### src/rtl/data_bus_hub_if.sv
// Bundle of the data_bus_hub source/destination handshake signals.
// The hub connects through the slave modport; the traffic side uses master.
interface data_bus_hub_if #(
  parameter int DATA_WIDTH = 8,
  parameter int NUM_PORTS  = 4,
  parameter int ID_W       = 2,
  parameter int CNT_W      = 8
);
  logic [NUM_PORTS-1:0]            src_valid;
  logic [NUM_PORTS-1:0]            src_ready;
  logic [NUM_PORTS*DATA_WIDTH-1:0] src_data;
  logic [NUM_PORTS*ID_W-1:0]       src_dst;
  logic [NUM_PORTS-1:0]            dst_valid;
  logic [NUM_PORTS*DATA_WIDTH-1:0] dst_data;
  logic [NUM_PORTS*ID_W-1:0]       dst_src;
  logic [NUM_PORTS-1:0]            dst_ready;
  logic [CNT_W-1:0]                drop_cnt;

  modport master (
    output src_valid, src_data, src_dst, dst_ready,
    input  src_ready, dst_valid, dst_data, dst_src, drop_cnt
  );

  modport slave (
    input  src_valid, src_data, src_dst, dst_ready,
    output src_ready, dst_valid, dst_data, dst_src, drop_cnt
  );
endinterface

### src/rtl/data_bus_hub.sv
// Shared data bus hub: round-robin arbitration of NUM_PORTS sources onto
// one-word registered destination slots, with a saturating drop counter.
module data_bus_hub #(
  parameter int DATA_WIDTH = 8,
  parameter int NUM_PORTS  = 4,
  parameter int ID_W       = 2,
  parameter int CNT_W      = 8
) (
  input logic           clk,
  input logic           rst_n,
  data_bus_hub_if.slave bus
);

  logic [NUM_PORTS-1:0]            dst_valid_q, dst_valid_d;
  logic [NUM_PORTS*DATA_WIDTH-1:0] dst_data_q, dst_data_d;
  logic [NUM_PORTS*ID_W-1:0]       dst_src_q, dst_src_d;
  logic [CNT_W-1:0]                drop_cnt_q, drop_cnt_d;
  logic [ID_W-1:0]                 last_grant_q, last_grant_d;

  logic [NUM_PORTS-1:0]  eligible;
  logic [NUM_PORTS-1:0]  grant_oh;
  logic                  grant_any;
  logic [ID_W-1:0]       grant_id;
  logic [DATA_WIDTH-1:0] grant_data;
  logic [31:0]           grant_dst;
  logic [31:0]           elig_dst;
  logic [31:0]           arb_dist;
  logic [31:0]           arb_best;

  // A source may go when its slot is empty, draining now, or the id is out of range.
  always_comb begin
    eligible = '0;
    elig_dst = '0;
    for (int unsigned i = 0; i < NUM_PORTS; i++) begin
      elig_dst = 32'(bus.src_dst[i*ID_W +: ID_W]);
      if (bus.src_valid[i]) begin
        if (elig_dst >= 32'(NUM_PORTS)) begin
          eligible[i] = 1'b1;
        end
        for (int unsigned j = 0; j < NUM_PORTS; j++) begin
          if (elig_dst == 32'(j) && (!dst_valid_q[j] || bus.dst_ready[j])) begin
            eligible[i] = 1'b1;
          end
        end
      end
    end
  end

  // Round-robin expressed as minimum rotated distance from last_grant+1,
  // which avoids a variable-index modulo walk.
  always_comb begin
    grant_oh   = '0;
    grant_any  = 1'b0;
    grant_id   = '0;
    grant_data = '0;
    grant_dst  = '0;
    arb_dist   = '0;
    arb_best   = 32'(NUM_PORTS);
    for (int unsigned i = 0; i < NUM_PORTS; i++) begin
      arb_dist = 32'(i) + 32'(NUM_PORTS) - 32'd1 - 32'(last_grant_q);
      if (arb_dist >= 32'(NUM_PORTS)) begin
        arb_dist = arb_dist - 32'(NUM_PORTS);
      end
      if (eligible[i] && arb_dist < arb_best) begin
        arb_best    = arb_dist;
        grant_any   = 1'b1;
        grant_oh    = '0;
        grant_oh[i] = 1'b1;
        grant_id    = ID_W'(i);
        grant_data  = bus.src_data[i*DATA_WIDTH +: DATA_WIDTH];
        grant_dst   = 32'(bus.src_dst[i*ID_W +: ID_W]);
      end
    end
  end

  always_comb begin
    dst_valid_d  = dst_valid_q & ~bus.dst_ready;
    dst_data_d   = dst_data_q;
    dst_src_d    = dst_src_q;
    drop_cnt_d   = drop_cnt_q;
    last_grant_d = last_grant_q;
    if (grant_any) begin
      last_grant_d = grant_id;
      if (grant_dst >= 32'(NUM_PORTS)) begin
        if (drop_cnt_q != '1) begin
          drop_cnt_d = drop_cnt_q + CNT_W'(1);
        end
      end else begin
        for (int unsigned j = 0; j < NUM_PORTS; j++) begin
          if (grant_dst == 32'(j)) begin
            dst_valid_d[j]                          = 1'b1;
            dst_data_d[j*DATA_WIDTH +: DATA_WIDTH]  = grant_data;
            dst_src_d[j*ID_W +: ID_W]               = grant_id;
          end
        end
      end
    end
  end

  always_ff @(posedge clk or negedge rst_n) begin
    if (!rst_n) begin
      dst_valid_q  <= '0;
      dst_data_q   <= '0;
      dst_src_q    <= '0;
      drop_cnt_q   <= '0;
      last_grant_q <= ID_W'(NUM_PORTS - 1);
    end else begin
      dst_valid_q  <= dst_valid_d;
      dst_data_q   <= dst_data_d;
      dst_src_q    <= dst_src_d;
      drop_cnt_q   <= drop_cnt_d;
      last_grant_q <= last_grant_d;
    end
  end

  assign bus.src_ready = rst_n ? grant_oh : '0;
  assign bus.dst_valid = dst_valid_q;
  assign bus.dst_data  = dst_data_q;
  assign bus.dst_src   = dst_src_q;
  assign bus.drop_cnt  = drop_cnt_q;

endmodule

### src/flat_wrapper.sv
// flat-port wrapper written by rule: the top's interface ports become plain ports
module data_bus_hub_flat 
#(
  parameter int DATA_WIDTH = 8,
  parameter int NUM_PORTS  = 4,
  parameter int ID_W       = 2,
  parameter int CNT_W      = 8
)
  (clk, rst_n, bus_src_valid, bus_src_data, bus_src_dst, bus_dst_ready, bus_src_ready, bus_dst_valid, bus_dst_data, bus_dst_src, bus_drop_cnt);
  data_bus_hub_if #(.DATA_WIDTH(DATA_WIDTH), .NUM_PORTS(NUM_PORTS), .ID_W(ID_W), .CNT_W(CNT_W)) bus_i ();
  input logic clk;
  input logic rst_n;
  input wire logic [$bits(bus_i.src_valid)-1:0] bus_src_valid;
  input wire logic [$bits(bus_i.src_data)-1:0] bus_src_data;
  input wire logic [$bits(bus_i.src_dst)-1:0] bus_src_dst;
  input wire logic [$bits(bus_i.dst_ready)-1:0] bus_dst_ready;
  output wire logic [$bits(bus_i.src_ready)-1:0] bus_src_ready;
  output wire logic [$bits(bus_i.dst_valid)-1:0] bus_dst_valid;
  output wire logic [$bits(bus_i.dst_data)-1:0] bus_dst_data;
  output wire logic [$bits(bus_i.dst_src)-1:0] bus_dst_src;
  output wire logic [$bits(bus_i.drop_cnt)-1:0] bus_drop_cnt;
  assign bus_i.src_valid = bus_src_valid;
  assign bus_i.src_data = bus_src_data;
  assign bus_i.src_dst = bus_src_dst;
  assign bus_i.dst_ready = bus_dst_ready;
  assign bus_src_ready = bus_i.src_ready;
  assign bus_dst_valid = bus_i.dst_valid;
  assign bus_dst_data = bus_i.dst_data;
  assign bus_dst_src = bus_i.dst_src;
  assign bus_drop_cnt = bus_i.drop_cnt;
  data_bus_hub #(.DATA_WIDTH(DATA_WIDTH), .NUM_PORTS(NUM_PORTS), .ID_W(ID_W), .CNT_W(CNT_W)) u_core (.clk(clk), .rst_n(rst_n), .bus(bus_i));
endmodule
### config.mk
export PLATFORM = sky130hd
export DESIGN_NAME = data_bus_hub_flat
export DESIGN_NICKNAME = d
export VERILOG_FILES = /design/src/rtl/data_bus_hub_if.sv /design/src/rtl/data_bus_hub.sv /design/src/flat_wrapper.sv
export SDC_FILE = /design/constraint.sdc
export NUM_CORES = 1
export LEC_CHECK = 0
export BUFFER_PORTS_ARGS = -buffer_cell sky130_fd_sc_hd__buf_4
export CAP_MARGIN = 15
export CORE_MARGIN = 2
export CORE_UTILIZATION = 45
export CTS_BUF_LIST = sky130_fd_sc_hd__clkbuf_16
export CTS_CLUSTER_SIZE = 12
export DETAILED_ROUTE_END_ITERATION = 8
export GPL_ROUTABILITY_DRIVEN = 0
export PLACE_DENSITY = 0.76
export SYNTH_ARGS = -nofsm -noshare
export SYNTH_HDL_FRONTEND = slang
export SYNTH_SLANG_ARGS = --single-unit
export TNS_END_PERCENT = 20
### constraint.sdc
create_clock -name clk -period 8.5 [get_ports clk]
set_clock_uncertainty 0.2 [all_clocks]
set_input_delay 1.7 -clock clk [delete_from_list [all_inputs] [get_ports clk]]
set_output_delay 1.7 -clock clk [all_outputs]
set_load 0.005 [all_outputs]
Yosys cells after proc, flatten, opt, wreduce, memory -nomap -nowiden:

Index checks and enable logic that the tools add are counted.

* add/sub/neg operators: 9
* multipliers: 0
* divide/modulo/power cells: 0
* $lt $le $gt $ge: 9
* equality and inequality tests: 16
* shifts and indexed selects: 0
* multiplexer cells: 53
* bitwise logic cells: 3
* reductions and logical operators: 38

Operators with widths (number)
* 2-to-1 mux 32 bit: 7
* >= comparator 32 x 3 -> 1 bit, second input constant: 4
* subtractor 32 x 3 -> 32 bit, second input constant: 4
* less-than comparator 32 bit: 3
* zero test 32 bit: 1
* less-than comparator 32 x 3 -> 1 bit, second input constant: 1
* 2-to-1 mux 8 bit: 4
* 2-to-1 mux 1 bit: 30
* equality test 2 bit, second input constant: 10
* logical AND 1 bit: 20
* 2-to-1 mux 4 bit: 4
* AND reduction 3 bit: 5
* 2-to-1 mux 2 bit: 7
* subtractor 3 x 2 -> 4 bit, first input constant: 3
* equality test 2 x 1 -> 1 bit, second input constant: 5
* adder 8 x 1 -> 8 bit, second input constant: 1
* zero test 2 bit: 4
* inequality test 8 bit, second input constant: 1
* AND 4 bit: 1
* zero test 1 bit: 4
* logical OR 1 bit: 4
* NOT 4 bit: 1
* >= comparator 2 x 3 -> 1 bit, second input constant: 1
* 2-to-1 mux 3 bit: 1
* other kinds (2): 2

* register bits after elaboration: 54
* bits in latches: 0
* memory bits (writable): 0
* ROM bits: 0
* input bits: 50
* output and inout port bits: 56
* memories kept: 0

Depth between registers and ports, before layout:

* depth after elaboration: 23
* gate-level depth with buffers: 28

Worst setup path after synthesis:

No wires, ideal clock.

* path kind: input -> output
* from: input port bus_dst_ready[2]
* to: output port bus_src_ready[0]
* arrival: 7.234 ns
* data required time: 6.600 ns
* slack: -0.634 ns
* stages on the path: 26
* cell sequence: nand2b_1 o311a_1 nand3_1 ha_1 a21oi_1 inv_1 a311oi_4 clkbuf_1 mux2_2 ha_1 a211oi_1 o221ai_1 nor3_1 a21oi_2 clkbuf_1 inv_1 nand2_1 a21boi_0 ha_1 o211a_1 o21ai_0 nand4b_1 a311oi_2 clkbuf_1 nor2_1 and3_1

* longest elaborated chain between the ends: 17
* elaborated cells between the ends (all ways): 32
* classes of those cells: order compare (3); mux (20); reduce/logical (9)

RTL lines
* start: declaration: RTL line flat_wrapper.sv:16 `input wire logic [$bits(bus_i.dst_ready)-1:0] bus_dst_ready;`
* logical OR 1 bit *: RTL line data_bus_hub.sv:41 `if (elig_dst == 32'(j) && (!dst_valid_q[j] || bus.dst_ready[j])) begin`
* logical AND 1 bit: RTL line data_bus_hub.sv:41
* 2-to-1 mux 1 bit (2 in series): RTL line data_bus_hub.sv:41
* 2-to-1 mux 1 bit: RTL line data_bus_hub.sv:36 `if (bus.src_valid[i]) begin`
* logical AND 1 bit: RTL line data_bus_hub.sv:64 `if (eligible[i] && arb_dist < arb_best) begin`
* 2-to-1 mux 32 bit: RTL line data_bus_hub.sv:64
* less-than comparator 32 bit: RTL line data_bus_hub.sv:64
* logical AND 1 bit: RTL line data_bus_hub.sv:64
* 2-to-1 mux 32 bit: RTL line data_bus_hub.sv:64
* less-than comparator 32 bit: RTL line data_bus_hub.sv:64
* logical AND 1 bit: RTL line data_bus_hub.sv:64
* 2-to-1 mux 32 bit: RTL line data_bus_hub.sv:64
* less-than comparator 32 bit: RTL line data_bus_hub.sv:64
* logical AND 1 bit: RTL line data_bus_hub.sv:64
* 2-to-1 mux 4 bit *: RTL line data_bus_hub.sv:64
* 2-to-1 mux 4 bit *: RTL line data_bus_hub.sv:116 `assign bus.src_ready = rst_n ? grant_oh : '0;`
* end: declaration: RTL line flat_wrapper.sv:17 `output wire logic [$bits(bus_i.src_ready)-1:0] bus_src_ready;`

Mark *: on every way between the ends. The rest lies on a longest branch, timed or not.

Final worst setup path:

Same ends and word-level chain as after synthesis.

==> flow_summary.ini <==
[grt]
grt_max_degree = 50
gr-max-usage-layer = met2
vias_in_the_first_global_route = 2569
total_global_routing_overflow = 0
groute.layer.met2.usage_pct = 37.6
grt_first_pass_wirelength_mm = 12.8
grt.met1_usage_pct = 29.3
gr-usage-all-layers_pct = 22.4
global_route.usage.met3_pct = 3.79
antenna_violations_before_repair = 0

[finish]
fillCellCount = 532
area_growth_syn_to_layout_pct = 38.0
finalCoreUtilization_pct = 64.2
layout.cells.most_common = buf_4
finalNetCount = 465
layout.cells.most_common_list = buf_4, dfrtp_1, inv_1
antennaDiodeCount = 0
final_layout_size_suffix_gt1_share_pct = 42.3
final-instance-count-excl-fill = 479

[floorplan]
start_util_pct = 46.5
die_y_um = 85.0
num_rows = 29
boundaryPins = 106
floorplan.core_area_sq_um = 6350
die-width_um = 85.0
die_area_sq_um = 7230

[clock_network]
tritoncts = built
max_clock_buf_depth = 2
clock-sinks = 46
clock_tree.root_cell = clkbuf_16
later_pin_clock_latency_in_the_skew_report_ps = 280
clk_transition_reported_paths_ps = 60
cts_hold_buf = 0
cts-buffers-inserted = 5
htreeDepth = 2

[setup_path]
end_kind = output port
worst_r2r_startpoint = u_core.last_grant_q[0]
criticalPathCategory = input port to output port
critPathLaunchType = input port
crit_start = bus_dst_ready[2]
crit_path_end = bus_src_ready[0]
cp_data_arrival_time_ps = 6440
worst-endpoint-required_ps = 6600
reg2regPathDepth = 25
r2r-end = u_core.bus.dst_data[1]
crit_fanout = 6
reg2reg_setup_slack_ps = 2150

[synth]
synth_flop_cell = dfrtp_1
syn-instance-count = 290
synth-warning-count = 0
synth_cell_type_count = 56
sequential_fraction_of_the_synthesis_area_pct = 39.1
synth-edff-count = 0
synth.ff_latch_count = 46
netlist_area_before_placement_sq_um = 2950
async_flop_share_pct = 100
syn-mean-instance-area_sq_um = 10.2

[timing]
min_cycle_time_layout_ps = 8340
period_utilization_pct = 98.1
worst-slew-pin-transition_ps = 601
setup_viol = 0
max_freq_mhz = 120
max_transition_margin_pct = 59.9
timing.final.hold_violations = 0
report.final.slew_viol_count = 0

[power]
leakage_uw = 0.00201
power.density_nw_per_um2 = 451
worst_ir_drop_vdd_v = 0.000261

[route]
wirelength_mm = 8.37
drt_iter0_drc = 181
antenna_left = 0
drt-pass1-iter-count = 4
routed-via-count = 2651
vias_per_cell = 5.53
route.detailed.wl_per_inst_um = 17.5
remaining_drc_errors = 0

[min_path]
hold_path.class = register to register

[placed_design]
dp.cells = 460
port_buffers = 97
place_hpwl_mm = 6.27

[run_status]
run_status = finished clean

[run]
drv.max_cap_violation_count = 0
==> synthesized netlist by cell type (3+ instances only) <==
| library cell | instances | area, sq um |
|---|---|---|
| o21ai_0 | 14 | 70.1 |
| nand4b_1 | 3 | 26.3 |
| nor2_1 | 24 | 90.1 |
| ha_1 | 14 | 175 |
| buf_2 | 3 | 15.0 |
| a22o_1 | 8 | 70.1 |
| nand3_1 | 4 | 20.0 |
| nor2b_1 | 5 | 31.3 |
| and2_1 | 4 | 25.0 |
| a221oi_1 | 16 | 140 |
| nand2_1 | 19 | 71.3 |
| dfrtp_1 | 44 | 1100 |
| inv_1 | 26 | 97.6 |
| nand2b_1 | 6 | 37.5 |
| a21oi_1 | 4 | 20.0 |
| buf_4 | 8 | 60.1 |
| clkbuf_1 | 5 | 18.8 |
| mux2i_1 | 12 | 120 |
| mux2_1 | 3 | 33.8 |
| nor3_1 | 3 | 15.0 |
| mux2_2 | 19 | 214 |
==> critical path, stage by stage <==
cell	delay, ps
buf_4	110
nand2b_4	150
o311a_4	360
nand3_2	90
ha_1	230
a21oi_2	150
inv_1	80
a311oi_4	320
mux2_4	340
ha_1	210
a211oi_2	230
o221ai_2	160
nor3_2	300
a21oi_2	100
inv_2	90
nand2_1	80
a21boi_1	140
ha_1	290
o211a_1	160
o21ai_1	100
nand4b_1	200
a311oi_4	390
nor2_2	110
and3_1	200
buf_4	130
==> sequential cells by signal, indices dropped and copies added (netlist names) <==
register              flops
u_core.bus.dst_data      32
u_core.bus.dst_src        8
u_core.bus.dst_valid      4
u_core.last_grant_q       2
==> metal layers <==
layer / wire [um] / part of all wire (%)
met5: 0 / 0
met4: 148 / 1.8
met3: 572 / 6.8
met2: 4280 / 51
met1: 3360 / 40
==> per-stage QoR <==
step	setup TNS [ps]	worst slack [ps]	hold WS (ps)	instance area [sq um]	power [uW]
floorplan	0	3.22	289	3070	1180
global placement	0	252	276	3800	1520
detailed placement	0	29.1	283	3800	1560
CTS	0	13.8	308	3950	1760
global route	-396	-111	325	4080	1980
finish	0	159	298	4080	1840
==> report_power, final <==
group	internal, uW	leakage (uW)	switching (uW)
clock	111	0.0000704	87.0
combinational	611	0.00140	617
sequential	346	0.000543	69.5
==> cell type report <==
| cell class | count | area (sq um) | share of cell area [%] |
|---|---|---|---|
| multi-input cells | 208 | 1720 | 42.3 |
| well taps | 77 | 96.3 | 2.36 |
| clock inverters | 3 | 25.0 | 0.614 |
| clock buffers | 5 | 125 | 3.07 |
| flip-flops and latches | 46 | 1150 | 28.3 |
| repair buffers | 114 | 857 | 21.0 |
| inverters | 26 | 97.6 | 2.39 |
==> how the worst min path moves through the flow <==
stage,start,endpoint,slack (ps),depth (start not counted)
2_1_floorplan,u_core.bus.dst_data[30],u_core.bus.dst_data[30],290,1
3_3_place_gp,u_core.bus.dst_data[30],u_core.bus.dst_data[30],280,1
3_5_place_dp,u_core.bus.dst_src[6],u_core.bus.dst_src[6],280,1
4_1_cts,u_core.bus.dst_src[7],u_core.bus.dst_src[7],310,1
5_1_grt,u_core.bus.dst_data[26],u_core.bus.dst_data[26],330,1
6_report,u_core.bus.dst_src[7],u_core.bus.dst_src[7],300,1
==> cell families after synthesis <==
kind of cell	count (synthesis)	share of synthesized area, %
simple gates	80	14.3
compound gates	67	18.7
flops	46	39.1
buf+inv	44	6.99
mux	37	14.7
fa+ha+maj	14	5.93
other cells	2	0.254
==> timing repair <==
action	4_1_cts	5_1_grt
resized for setup	0	10
buffers inserted	0	10
endpoints found under the setup margin	0	4
Power figures use the tool's default switching activity.
